===== config.mk =====
export PLATFORM = sky130hd
export DESIGN_NAME = text_cursor_writer
export DESIGN_NICKNAME = d
export VERILOG_FILES = /design/src/rtl/text_wr_pkg.sv /design/src/rtl/strobe_edge.sv /design/src/rtl/text_cursor_writer.sv
export SDC_FILE = /design/constraint.sdc
export NUM_CORES = 1
export LEC_CHECK = 0
export ABC_AREA = 1
export CORE_UTILIZATION = 64
export CTS_BUF_LIST = sky130_fd_sc_hd__clkbuf_16
export DETAILED_ROUTE_END_ITERATION = 16
export DONT_BUFFER_PORTS = 1
export PLACE_DENSITY = 0.84
export SLEW_MARGIN = 25
export SYNTH_ARGS = -nofsm -noshare
export SYNTH_HDL_FRONTEND = slang
export SYNTH_SLANG_ARGS = --single-unit

===== constraint.sdc =====
create_clock -name i_clk -period 1.7 [get_ports i_clk]
set_input_delay 0.34 -clock i_clk [delete_from_list [all_inputs] [get_ports i_clk]]
set_output_delay 0.34 -clock i_clk [all_outputs]
set_load 0.02 [all_outputs]

===== src/rtl/text_wr_pkg.sv =====
// Shared codes, FSM states and width helper for the text cursor writer.
// TEXT_WR_CR_EN (see text_cursor_writer) selects whether CR_CODE is decoded.
package text_wr_pkg;

    localparam logic [7:0] DEL_CODE = 8'h7F;
    localparam logic [7:0] CR_CODE  = 8'h0D;

    typedef enum logic [1:0] {
        IDLE,
        PEND,
        WR
    } state_t;

    // Counter width for n positions, never narrower than one bit.
    function automatic int cw(input int n);
        return (n <= 2) ? 1 : $clog2(n);
    endfunction

endpackage


===== src/rtl/strobe_edge.sv =====
// Registered falling-edge detector for slow debounced inputs.
// o_fall is high in the first cycle the input reads 0 after reading 1.
module strobe_edge (
    input  logic i_clk,
    input  logic i_rst,
    input  logic i_sig,
    output logic o_fall
);

    logic r_sig;

    always_ff @(posedge i_clk) begin
        if (i_rst) r_sig <= 1'b0;
        else       r_sig <= i_sig;
    end

    assign o_fall = r_sig & ~i_sig;

endmodule


===== src/rtl/text_cursor_writer.sv =====
// Character-entry controller: strobe-driven cursor tracking with deferred text-buffer writes.
// Optional macro TEXT_WR_CR_EN: when defined, CR_CODE moves to the next line without writing.
module text_cursor_writer
    import text_wr_pkg::*;
#(
    parameter int DATA_W = 8,
    parameter int COLS   = 80,
    parameter int ROWS   = 30,
    parameter int ADDR_W = 12
) (
    input  logic                  i_clk,
    input  logic                  i_rst,
    input  logic                  i_strobe,
    input  logic [DATA_W-1:0]     i_data,
    input  logic                  i_wr_allow,
    output logic [ADDR_W-1:0]     o_addr,
    output logic [DATA_W-1:0]     o_din,
    output logic                  o_we,
    output logic [cw(COLS)-1:0]   o_col,
    output logic [cw(ROWS)-1:0]   o_row,
    output logic                  o_busy,
    output logic                  o_drop
);

    localparam int COL_W = cw(COLS);
    localparam int ROW_W = cw(ROWS);

    localparam logic [COL_W-1:0]  COL_LAST = COL_W'(COLS - 1);
    localparam logic [ROW_W-1:0]  ROW_LAST = ROW_W'(ROWS - 1);
    localparam logic [COL_W-1:0]  COL_ONE  = COL_W'(1);
    localparam logic [ROW_W-1:0]  ROW_ONE  = ROW_W'(1);
    localparam logic [ADDR_W-1:0] ADDR_ONE = ADDR_W'(1);
    localparam logic [ADDR_W-1:0] ROW_STEP = ADDR_W'(COLS);

    if (COLS * ROWS > (1 << ADDR_W)) begin : g_geom_check
        $error("text_cursor_writer: COLS*ROWS exceeds 2**ADDR_W");
    end

    state_t              state_q, state_d;
    logic [COL_W-1:0]    col_q, col_d;
    logic [ROW_W-1:0]    row_q, row_d;
    logic [ADDR_W-1:0]   lin_q, lin_d;
    logic [ADDR_W-1:0]   addr_q, addr_d;
    logic [DATA_W-1:0]   din_q, din_d;
    logic                drop_q, drop_d;
    logic                fall;
    logic                is_del;
    logic                is_cr;

    strobe_edge u_strobe_edge (
        .i_clk  (i_clk),
        .i_rst  (i_rst),
        .i_sig  (i_strobe),
        .o_fall (fall)
    );

    assign is_del = (i_data == DATA_W'(DEL_CODE));
`ifdef TEXT_WR_CR_EN
    assign is_cr  = (i_data == DATA_W'(CR_CODE));
`else
    assign is_cr  = 1'b0;
`endif

    // lin tracks row*COLS+col incrementally so no multiplier is needed
    always_comb begin
        state_d = state_q;
        col_d   = col_q;
        row_d   = row_q;
        lin_d   = lin_q;
        addr_d  = addr_q;
        din_d   = din_q;
        drop_d  = fall && (state_q != IDLE);
        case (state_q)
            IDLE: begin
                if (fall) begin
                    if (is_del) begin
                        if (col_q != '0) begin
                            col_d = col_q - COL_ONE;
                            lin_d = lin_q - ADDR_ONE;
                        end else if (row_q != '0) begin
                            col_d = COL_LAST;
                            row_d = row_q - ROW_ONE;
                            lin_d = lin_q - ADDR_ONE;
                        end
                        addr_d  = lin_d;
                        din_d   = '0;
                        state_d = PEND;
                    end else if (is_cr) begin
                        col_d = '0;
                        if (row_q == ROW_LAST) begin
                            row_d = '0;
                            lin_d = '0;
                        end else begin
                            row_d = row_q + ROW_ONE;
                            lin_d = lin_q - ADDR_W'(col_q) + ROW_STEP;
                        end
                    end else begin
                        addr_d  = lin_q;
                        din_d   = i_data;
                        state_d = PEND;
                        if (col_q == COL_LAST) begin
                            col_d = '0;
                            if (row_q == ROW_LAST) begin
                                row_d = '0;
                                lin_d = '0;
                            end else begin
                                row_d = row_q + ROW_ONE;
                                lin_d = lin_q + ADDR_ONE;
                            end
                        end else begin
                            col_d = col_q + COL_ONE;
                            lin_d = lin_q + ADDR_ONE;
                        end
                    end
                end
            end
            PEND:    if (i_wr_allow) state_d = WR;
            WR:      state_d = IDLE;
            default: state_d = IDLE;
        endcase
    end

    always_ff @(posedge i_clk) begin
        if (i_rst) begin
            state_q <= IDLE;
            col_q   <= '0;
            row_q   <= '0;
            lin_q   <= '0;
            addr_q  <= '0;
            din_q   <= '0;
            drop_q  <= 1'b0;
        end else begin
            state_q <= state_d;
            col_q   <= col_d;
            row_q   <= row_d;
            lin_q   <= lin_d;
            addr_q  <= addr_d;
            din_q   <= din_d;
            drop_q  <= drop_d;
        end
    end

    assign o_addr = addr_q;
    assign o_din  = din_q;
    assign o_we   = (state_q == WR);
    assign o_busy = (state_q != IDLE);
    assign o_col  = col_q;
    assign o_row  = row_q;
    assign o_drop = drop_q;

endmodule


### Yosys cells after proc, flatten, opt, wreduce, memory -nomap -nowiden

Cells that the tools add are included.
Widths: inputs -> output; s select.

| storage, ports and cells | value |
|---|---|
| register bits after elaboration | 48 |
| output and inout bits | 35 |
| word-level logic and storage cells | 55 |

| cells by class | value |
|---|---|
| add/subtract/negate cells | 6 |
| eq/ne operators | 10 |
| muxes and demuxes | 19 |
| bitwise gates (word level) | 2 |
| reductions and logical operators | 10 |

Operators by type and width:

| cell | number |
|---|---|
| $mux 12 | 6 |
| $mux 7 | 4 |
| $mux 5 | 5 |
| $add 12x1->12 const B | 1 |
| $sub 12x1->12 const B | 1 |
| $eq 8x7->1 const B | 1 |
| $mux 8 | 1 |
| $add 7x1->7 const B | 1 |
| $eq 7x7->1 const B | 1 |
| $reduce_bool 7->1 | 1 |
| $sub 7x1->7 const B | 1 |
| $ne 2x2->1 const B | 3 |
| $add 5x1->5 const B | 1 |
| $eq 5x5->1 const B | 1 |
| $reduce_and 5->1 | 1 |
| $reduce_bool 5->1 | 1 |
| $sub 5x1->5 const B | 1 |
| $mux 2 | 2 |
| $pmux 2 s2 | 1 |
| $reduce_and 2->1 | 2 |
| $reduce_bool 2->1 | 2 |
| $ne 3x1->1 const B | 1 |
| $reduce_and 3->1 | 1 |
| $eq 2x1->1 const B | 1 |
| other kinds (6) | 6 |

### Depth between registers and ports, before layout

Gate-level depths: netlist of run 1.

| depth | value |
|---|---|
| depth after elaboration | 4 |
| depth in mapped cells | 11 |

### Modules after synthesis

Synthesis of run 1 repeated with hierarchy kept, for this count alone.

| unflattened totals | value |
|---|---|
| cell total of the unflattened synthesis | 449 |
| area, all modules | 2967.8 um^2 |

Modules (own cells, without submodules):

| module | instances | cells each | area an instance (um^2) | seq. area each (um^2) |
|---|---|---|---|---|
| text_cursor_writer | 1 | 444 | 2930.3 | 940.9 |
| strobe_edge | 1 | 5 | 37.5 | 20.0 |

### Worst setup path before layout of run 1

OpenSTA, ideal clock, no wires.

| timing | value |
|---|---|
| kind | register -> register |
| start | reg col_q[0] (netlist: o_col[0]) |
| end | reg lin_q[4] |
| data arrival time | 1.574 ns |
| slack | 0.056 ns |
| cell stages (with the launch flop) | 11 |
| path buffers | 1 |
| cell sequence | dfxtp_1 inv_1 ha_1 nand2_1 nor2_8 nand2_8 buf_6 nand2_1 nand2_1 nand3_1 a21oi_1 |

| on the way | value |
|---|---|
| longest elaborated chain between the ends | 3 |
| elaborated cells between the ends (all ways) | 5 |
| those cells by class | eq/ne: 1; mux: 3; reduce/logical: 1 |

Ends and longest elaborated chain:

| what | line | source |
|---|---|---|
| start, declared | text_cursor_writer.sv:40 | `logic [COL_W-1:0] col_q, col_d;` |
| start signal, assigned | text_cursor_writer.sv:134 | `col_q <= col_d;` |
| $eq 7x7->1 / $reduce_bool 7->1 (equally long branches) | text_cursor_writer.sv:101, text_cursor_writer.sv:77 |  |
| $mux 12, on equally long branches | text_cursor_writer.sv:101, text_cursor_writer.sv:77 |  |
| $mux 12 (*) | text_cursor_writer.sv:76 | `if (is_del) begin` |
| end signal, assigned | text_cursor_writer.sv:136 | `lin_q <= lin_d;` |
| end, declared | text_cursor_writer.sv:42 | `logic [ADDR_W-1:0] lin_q, lin_d;` |

Mark *: on every way between the ends. The rest lies on a longest branch, timed or not.
A chain may end at the register's enable or synchronous reset.

### Worst setup path after layout of run 1

| timing | value |
|---|---|
| start | reg col_q[0] (netlist: o_col[0]) |
| end | reg col_q[0] (netlist: o_col[0]) |

| on the way | value |
|---|---|
| longest elaborated chain between the ends | 3 |
| elaborated cells between the ends (all ways) | 9 |
| those cells by class | add/sub: 2; eq/ne: 2; mux: 3; reduce/logical: 2 |

Ends and longest elaborated chain:

| what | line | source |
|---|---|---|
| $add 7x1->7 (tied with other cells) | text_cursor_writer.sv:111 | `col_d = col_q + COL_ONE;` |
| $mux 7 (tied with other cells) | text_cursor_writer.sv:101 | `if (col_q == COL_LAST) begin` |
| $mux 7 / $reduce_and 3->1 (equally long branches) | - |  |

Several ways; a longest one is shown, not always the timed one.

==> results of run 1 <==
==> flip-flops by register name, summed over array words and instances (netlist names) <==
register and count:
o_addr 12, o_row 5, state_q 2, lin_q 12, o_din 8, o_drop 1
u_strobe_edge.r_sig 1, o_col 7
==> metal layers <==
metal / part of all wire [%] / up-vias
met1: 45 / 1352
li1: - / 1532
met4: 1.1 / 0
met2: 47 / 109
met3: 7.2 / 6
met5: 0 / -
==> cell usage after synthesis (all sizes together) <==
master,number
nand4,8
o22ai,3
nor3,7
clkinv,1
clkbuf,11
nor2,60
ha,9
buf,8
nand3,37
xnor2,4
a21oi,53
nand2,83
dfxtp,48
o211ai,1
o21ai,59
a31oi,4
inv,45
xor2,10
==> worst max-delay path by stage <==
stage	startpoint	end	slack [ns]	cells past startpoint
2_1_floorplan	o_col[0]$_SDFFE_PP0P_	lin_q[4]$_SDFFE_PP0P_	0.06	10
3_3_place_gp	i_data[7]	o_col[5]$_SDFFE_PP0P_	0.07	9
3_5_place_dp	i_data[7]	o_row[4]$_SDFFE_PP0P_	0.03	9
4_1_cts	o_col[0]$_SDFFE_PP0P_	lin_q[10]$_SDFFE_PP0P_	0.01	9
5_1_grt	o_col[0]$_SDFFE_PP0P_	lin_q[10]$_SDFFE_PP0P_	-0.02	10
6_report	o_col[0]$_SDFFE_PP0P_	o_col[0]$_SDFFE_PP0P_	0.08	9
==> repair_timing <==
item,CTS,global route
setup endpoints to repair,0,27
hold endpoints to repair,0,0
resized for setup,0,16
setup buffers,0,8
==> area by class of cell <==
cell class	count	area [um2]	share of cell area [%]
Multi-Input combinational cell	338	1871	54.11
Tap cell	52	65.06	1.882
Sequential cell	48	969.7	28.05
Timing Repair Buffer	30	237.7	6.877
Inverter	46	175.2	5.067
Clock inverter	3	13.76	0.3981
Clock buffer	5	125.1	3.619
==> cells by family (layout without fill, tap and decap cells) <==
group                      Yosys count  after routing  share of synthesized area [%]
xor gates and xnor gates            14             14                          3.972
buffers and inverters               65             84                          9.080
and+or+nand+nor                    195            195                          31.70
adders and majority gates            9              9                          3.648
AOI/OAI and AO/OA                  120            120                          20.47
DFF                                 48             48                          31.13
==> through the flow <==
stage / total power, mW / setup slack [ns] / utilization, % / cells / setup TNS (ns)
6_report: 2.690 / 0.08441 / 76.75 / 522 / 0
5_1_grt: 2.810 / -0.01512 / 76.75 / 522 / -0.06702
4_1_cts: 2.650 / 0.009538 / 74.67 / 514 / 0
3_5_place_dp: 1.701 / 0.02935 / 71.58 / 506 / 0
2_1_floorplan: 1.617 / 0.05622 / - / 451 / 0
3_3_place_gp: 1.691 / 0.07383 / 71.58 / 506 / 0
==> power by group <==
group | leakage, nW | internal, mW | total [mW] | switching [mW]
Clock | 0.0710 | 0.535 | 0.952 | 0.417
Combinational | 1.10 | 0.185 | 0.487 | 0.302
Sequential | 0.394 | 1.17 | 1.25 | 0.0773
Total | 1.56 | 1.89 | 2.69 | 0.797
==> flow_metrics.tcl, run 1 <==
set metrics [dict create \
    cp.arrival_ns 1.78 \
    tritoncts "built" \
    critPathMaxStageDelay_ns 0.36 \
    synth_top_cells_by_area "sky130_fd_sc_hd__dfxtp_1, sky130_fd_sc_hd__nand2_1, sky130_fd_sc_hd__a21oi_1" \
    timing.critical_path.max_delay_family "simple AND/OR/NAND/NOR gates" \
    grt-ovfl-total 0 \
    worst-r2r-setup-slack_ns 0.08 \
    antenna_cells 0 \
    max_slew.worst_pin.slew_ns 0.4124 \
    post_cts_hold_buffer_count 0 \
    regToRegEndpoint "o_col[0]$_SDFFE_PP0P_" \
    most_frequent_standard_cell_in_the_layout_excluding_fill_and_tap_cells "sky130_fd_sc_hd__nand2_1" \
    globalRouteMet2Util_pct 52.06 \
    wire_length_of_the_first_global_routing_pass_um 12860 \
    mappedNetlistArea_um2 3087 \
    outcome "finished clean" \
    layout_worst_path_cycle_share_pct 95.03 \
    global_route.peak_usage_layer "met2" \
    synth-seq-cells 48 \
    grtUsageTotal_pct 31.30 \
    worstPathBufferInverterCount 2 \
    timing.hold.worst_path_depth 1 \
    avg_cell_area_syn_um2 6.844 \
    grt.met3_usage_pct 6.048 \
    number_of_global_route_vias_before_repair 2845 \
    placeableCoreArea_um2 4504 \
    crit_slowest_cell "sky130_fd_sc_hd__dfxtp_4" \
    cellLeakagePower_nw 1.560 \
    fin_hold_ws_ns 0.1177 \
    detail_route.iter0.violations 211 \
    area_delta_synth_final_pct 12.00 \
    floorplan.die_area_um2 5104 \
    ys.warnings.count 0 \
    die-width_um 71.45 \
    layout.cells.most_common_list "sky130_fd_sc_hd__nand2_1, sky130_fd_sc_hd__a21oi_1, sky130_fd_sc_hd__nor2_1" \
    timing.final.hold_violations 0 \
    timing.hold.worst.start "i_rst" \
    ff_to_ff_path_depth 9 \
    clock-sinks 48 \
    power_density_nw_per_um2 778.0 \
    stdcell_area_um2 3457 \
    postSynthCellCount 451 \
    postRouteWirelength_um 7511 \
    timing.critical_path.from_type "register" \
    wl_per_cell_um 14.39 \
    path_clk_slew_ns 0.06 \
    initial_core_util_pct 68.53 \
    synth_sequential_area_ratio_pct 31.13 \
    path_max_fanout 16 \
    cts_root_buffer "sky130_fd_sc_hd__clkbuf_16" \
    cts_htree_levels 2 \
    post_dp_cell_area_um2 3224 \
    syn-num-nets 472 \
    met1_usage_pct 41.45 \
    clock.fmax_mhz 619.0 \
    worstPathCellList "inv_1, ha_1, nand2_2, nor2_8, nand2_8, o21ai_4, inv_2, o21ai_1, a21oi_1" \
    timing.clock.skew_ns 0.004819 \
    fp-row-count 24 \
    finalWorstPathRequiredPeriod_ns 1.616 \
    drive_above_1_share_pct 18.72 \
    yosys.cell_types.count 33 \
    dieHeight_um 71.45 \
    cts_inserted_buffers 5 \
    detailed_place_hpwl_um 5199 \
    io-pin-count 47 \
    drt_pre_antenna_iters 4 \
    vias 2999 \
    timing.rr.start "o_col[0]$_SDFFE_PP0P_" \
    timing.max_cap.violations 0 \
    grt_max_degree 35 \
    yosys.area.top_type_share_pct 31.13 \
    count_of_antenna_violating_nets_left_after_detailed_routing 0 \
    critPathKind "register to register" \
    final.fill_count 357 \
    gpl.final_weighted_congestion 0.9351 \
    place.port_buffers 0 \
    detail_route.vias_per_cell 5.745 \
    relative_slew_slack_pct 72.41 \
    ir_worst_vdd_mv 0.5634 \
    layout.nets 490 \
    crit_required_ns 1.87 \
    slew_viol_final 0 \
    report.final.setup_viol 0 \
    cts_max_path_buffers 2 \
    yosysTopAreaCell "sky130_fd_sc_hd__dfxtp_1" \
    min_to "state_q[0]$_SDFFE_PP0P_" \
    drc_errors 0 \
    antenna_violations_before_repair 0 \
    worst_skew_pair.late_latency_ns 0.29 \
    holdCritPathClass "input port to register" \
    critPathCaptureType "register" \
]
No activity file was read; power rests on OpenSTA's default activity.
==> inputs of run 2 (changes only) <==
--- a/config.mk
+++ b/config.mk
@@ -6,11 +6,13 @@
 export NUM_CORES = 1
 export LEC_CHECK = 0
 export ABC_AREA = 1
-export CORE_UTILIZATION = 64
+export CORE_ASPECT_RATIO = 1.2
+export CORE_UTILIZATION = 69
 export CTS_BUF_LIST = sky130_fd_sc_hd__clkbuf_16
 export DETAILED_ROUTE_END_ITERATION = 16
 export DONT_BUFFER_PORTS = 1
-export PLACE_DENSITY = 0.84
+export MAX_ROUTING_LAYER = met4
+export PLACE_DENSITY = 0.89
 export SLEW_MARGIN = 25
 export SYNTH_ARGS = -nofsm -noshare
 export SYNTH_HDL_FRONTEND = slang
==> constraint.sdc (replaced) <==
create_clock -name i_clk -period 1.89 [get_ports i_clk]
set_input_delay 0.378 -clock i_clk [delete_from_list [all_inputs] [get_ports i_clk]]
set_output_delay 0.378 -clock i_clk [all_outputs]
set_load 0.02 [all_outputs]
==> run 2 against run 1 <==
Against the previous run:
- flip-flop and latch count stayed put
- wire length is 5.0% lower
- clock skew is 0.0032 ns higher
- combinational power is 24% lower
- setup slack better by 0.026 ns
- core utilization is 1.4 points higher
==> flow_metrics.tcl, run 2 (synthesized netlist as in run 1, its figures left out) <==
set metrics [dict create \
    outcome "finished clean" \
    placeableCoreArea_um2 4262 \
    worstPathBufferInverterCount 2 \
    critPathMostFrequentCell "sky130_fd_sc_hd__nand2_1" \
    cts_resized 0 \
    io-pin-count 47 \
    timing.clock.skew_ns 0.007976 \
    post_cts_hold_buffer_count 0 \
    grt_setup_unrepaired "false" \
    detailed_place_hpwl_um 5066 \
    place.port_buffers 0 \
    ff_to_ff_path_depth 9 \
    relative_slew_slack_pct 69.96 \
    worst_skew_pair.late_latency_ns 0.29 \
    max_slew.worst_pin.slew_ns 0.4501 \
    crit_required_ns 2.11 \
    cts_inserted_buffers 5 \
    timing.rr.start "o_col[0]$_SDFFE_PP0P_" \
    vias 2942 \
    grt_max_degree 25 \
    critPathMaxStageDelay_ns 0.31 \
    postRouteWirelength_um 7133 \
    timing.final.hold_violations 0 \
    tritoncts "built" \
    layout.core_utilization_pct 78.19 \
    path_clk_slew_ns 0.07 \
    antenna_violations_before_repair 0 \
    wire_length_of_the_first_global_routing_pass_um 11830 \
    count_of_antenna_violating_nets_left_after_detailed_routing 0 \
    gpl.final_weighted_congestion 0.9838 \
    layout.nets 475 \
    cellLeakagePower_nw 1.490 \
    floorplan.die_area_um2 4746 \
    most_frequent_standard_cell_in_the_layout_excluding_fill_and_tap_cells "sky130_fd_sc_hd__nand2_1" \
    dieHeight_um 75.27 \
    timing.max_cap.violations 0 \
    cts_max_path_buffers 2 \
    number_of_global_route_vias_before_repair 2743 \
    drt_pre_antenna_iters 4 \
    critPathKind "register to register" \
    cts_root_buffer "sky130_fd_sc_hd__clkbuf_16" \
    worstPathCellList "buf_4, ha_1, nand2_1, nor2_4, nand3_1, nand2_1, o21ai_0, inv_1, a21oi_1" \
    grtUsageTotal_pct 32.40 \
    cp.arrival_ns 2.00 \
    cts_htree_levels 2 \
    timing.hold.worst_path_depth 1 \
    path_max_fanout 4 \
    regToRegEndpoint "lin_q[2]$_SDFFE_PP0P_" \
    fp-row-count 26 \
    report.final.setup_viol 0 \
    critPathCaptureType "register" \
    drive_above_1_share_pct 13.63 \
    drc_errors 0 \
    fin_tns_setup_ns 0 \
    timing.critical_path.max_delay_family "simple AND/OR/NAND/NOR gates" \
    holdCritPathClass "input port to register" \
    ir_worst_vdd_mv 0.5834 \
    area_delta_synth_final_pct 7.945 \
    clock.fmax_mhz 562.1 \
    crit_slowest_cell "sky130_fd_sc_hd__dfxtp_1" \
    timing.hold.worst.start "i_rst" \
    layout_worst_path_cycle_share_pct 94.13 \
    post-cts-setup-buffer-count 0 \
    initial_core_util_pct 72.43 \
    clock-sinks 48 \
    stdcell_area_um2 3332 \
    worst-r2r-setup-slack_ns 0.11 \
    detail_route.vias_per_cell 5.757 \
    layout.cells.most_common_list "sky130_fd_sc_hd__nand2_1, sky130_fd_sc_hd__a21oi_1, sky130_fd_sc_hd__dfxtp_1" \
    min_to "state_q[0]$_SDFFE_PP0P_" \
    post_dp_cell_area_um2 3164 \
    grt-ovfl-total 0 \
    final.fill_count 335 \
    slew_viol_final 0 \
    wl_per_cell_um 13.96 \
    finalWorstPathRequiredPeriod_ns 1.779 \
    power_density_nw_per_um2 752.9 \
    antenna_cells 0 \
    die-width_um 63.06 \
    detail_route.iter0.violations 174 \
    timing.critical_path.from_type "register" \
]
run 2: worst max path at each step:
stage	start	cells after the start	to
3_5_place_dp	i_data[7]	9	o_row[4]$_SDFFE_PP0P_
3_3_place_gp	o_col[0]$_SDFFE_PP0P_	11	o_row[0]$_SDFFE_PP0P_
2_1_floorplan	o_col[0]$_SDFFE_PP0P_	10	lin_q[4]$_SDFFE_PP0P_
4_1_cts	o_col[0]$_SDFFE_PP0P_	9	o_col[0]$_SDFFE_PP0P_
5_1_grt	o_col[1]$_SDFFE_PP0P_	9	lin_q[10]$_SDFFE_PP0P_
6_report	o_col[0]$_SDFFE_PP0P_	9	lin_q[2]$_SDFFE_PP0P_
run 2: per-stage QoR:
step / power, mW / worst slack [ns] / instances / hold WS [ns]
after floorplan: 1.454 / 0.2462 / 451 / 0.4483
after global placement: 1.503 / 0.2404 / 503 / 0.4502
after detailed placement: 1.514 / 0.2081 / 503 / 0.4528
after CTS: 2.507 / 0.1778 / 511 / 0.1502
after global routing: 2.608 / 0.02741 / 511 / 0.1403
final: 2.509 / 0.1109 / 511 / 0.1495
run 2: area by class of cell:
type                    count  area (um2)  area share, %
clock buffers               5       125.1          3.755
repair buffers             15       112.6          3.380
multi-input cells         338        1846          55.39
flip-flops and latches     48       960.9          28.84
clock inverters             3       42.54          1.277
inverters                  46       175.2          5.257
well taps                  56       70.07          2.103
run 2: power breakdown:
part / internal, mW / switching [mW]
registers: 1.05 / 0.0757
clock network: 0.622 / 0.384
logic: 0.122 / 0.251
total: 1.80 / 0.710
run 2: routing by layer:
metal,track usage (%),vias up,part of all wire [%]
li1,-,1506,-
met1,35.58,1346,42
met2,58.42,78,52
met3,6.212,12,4.6
met4,11.89,0,1.6
met5,-,-,0
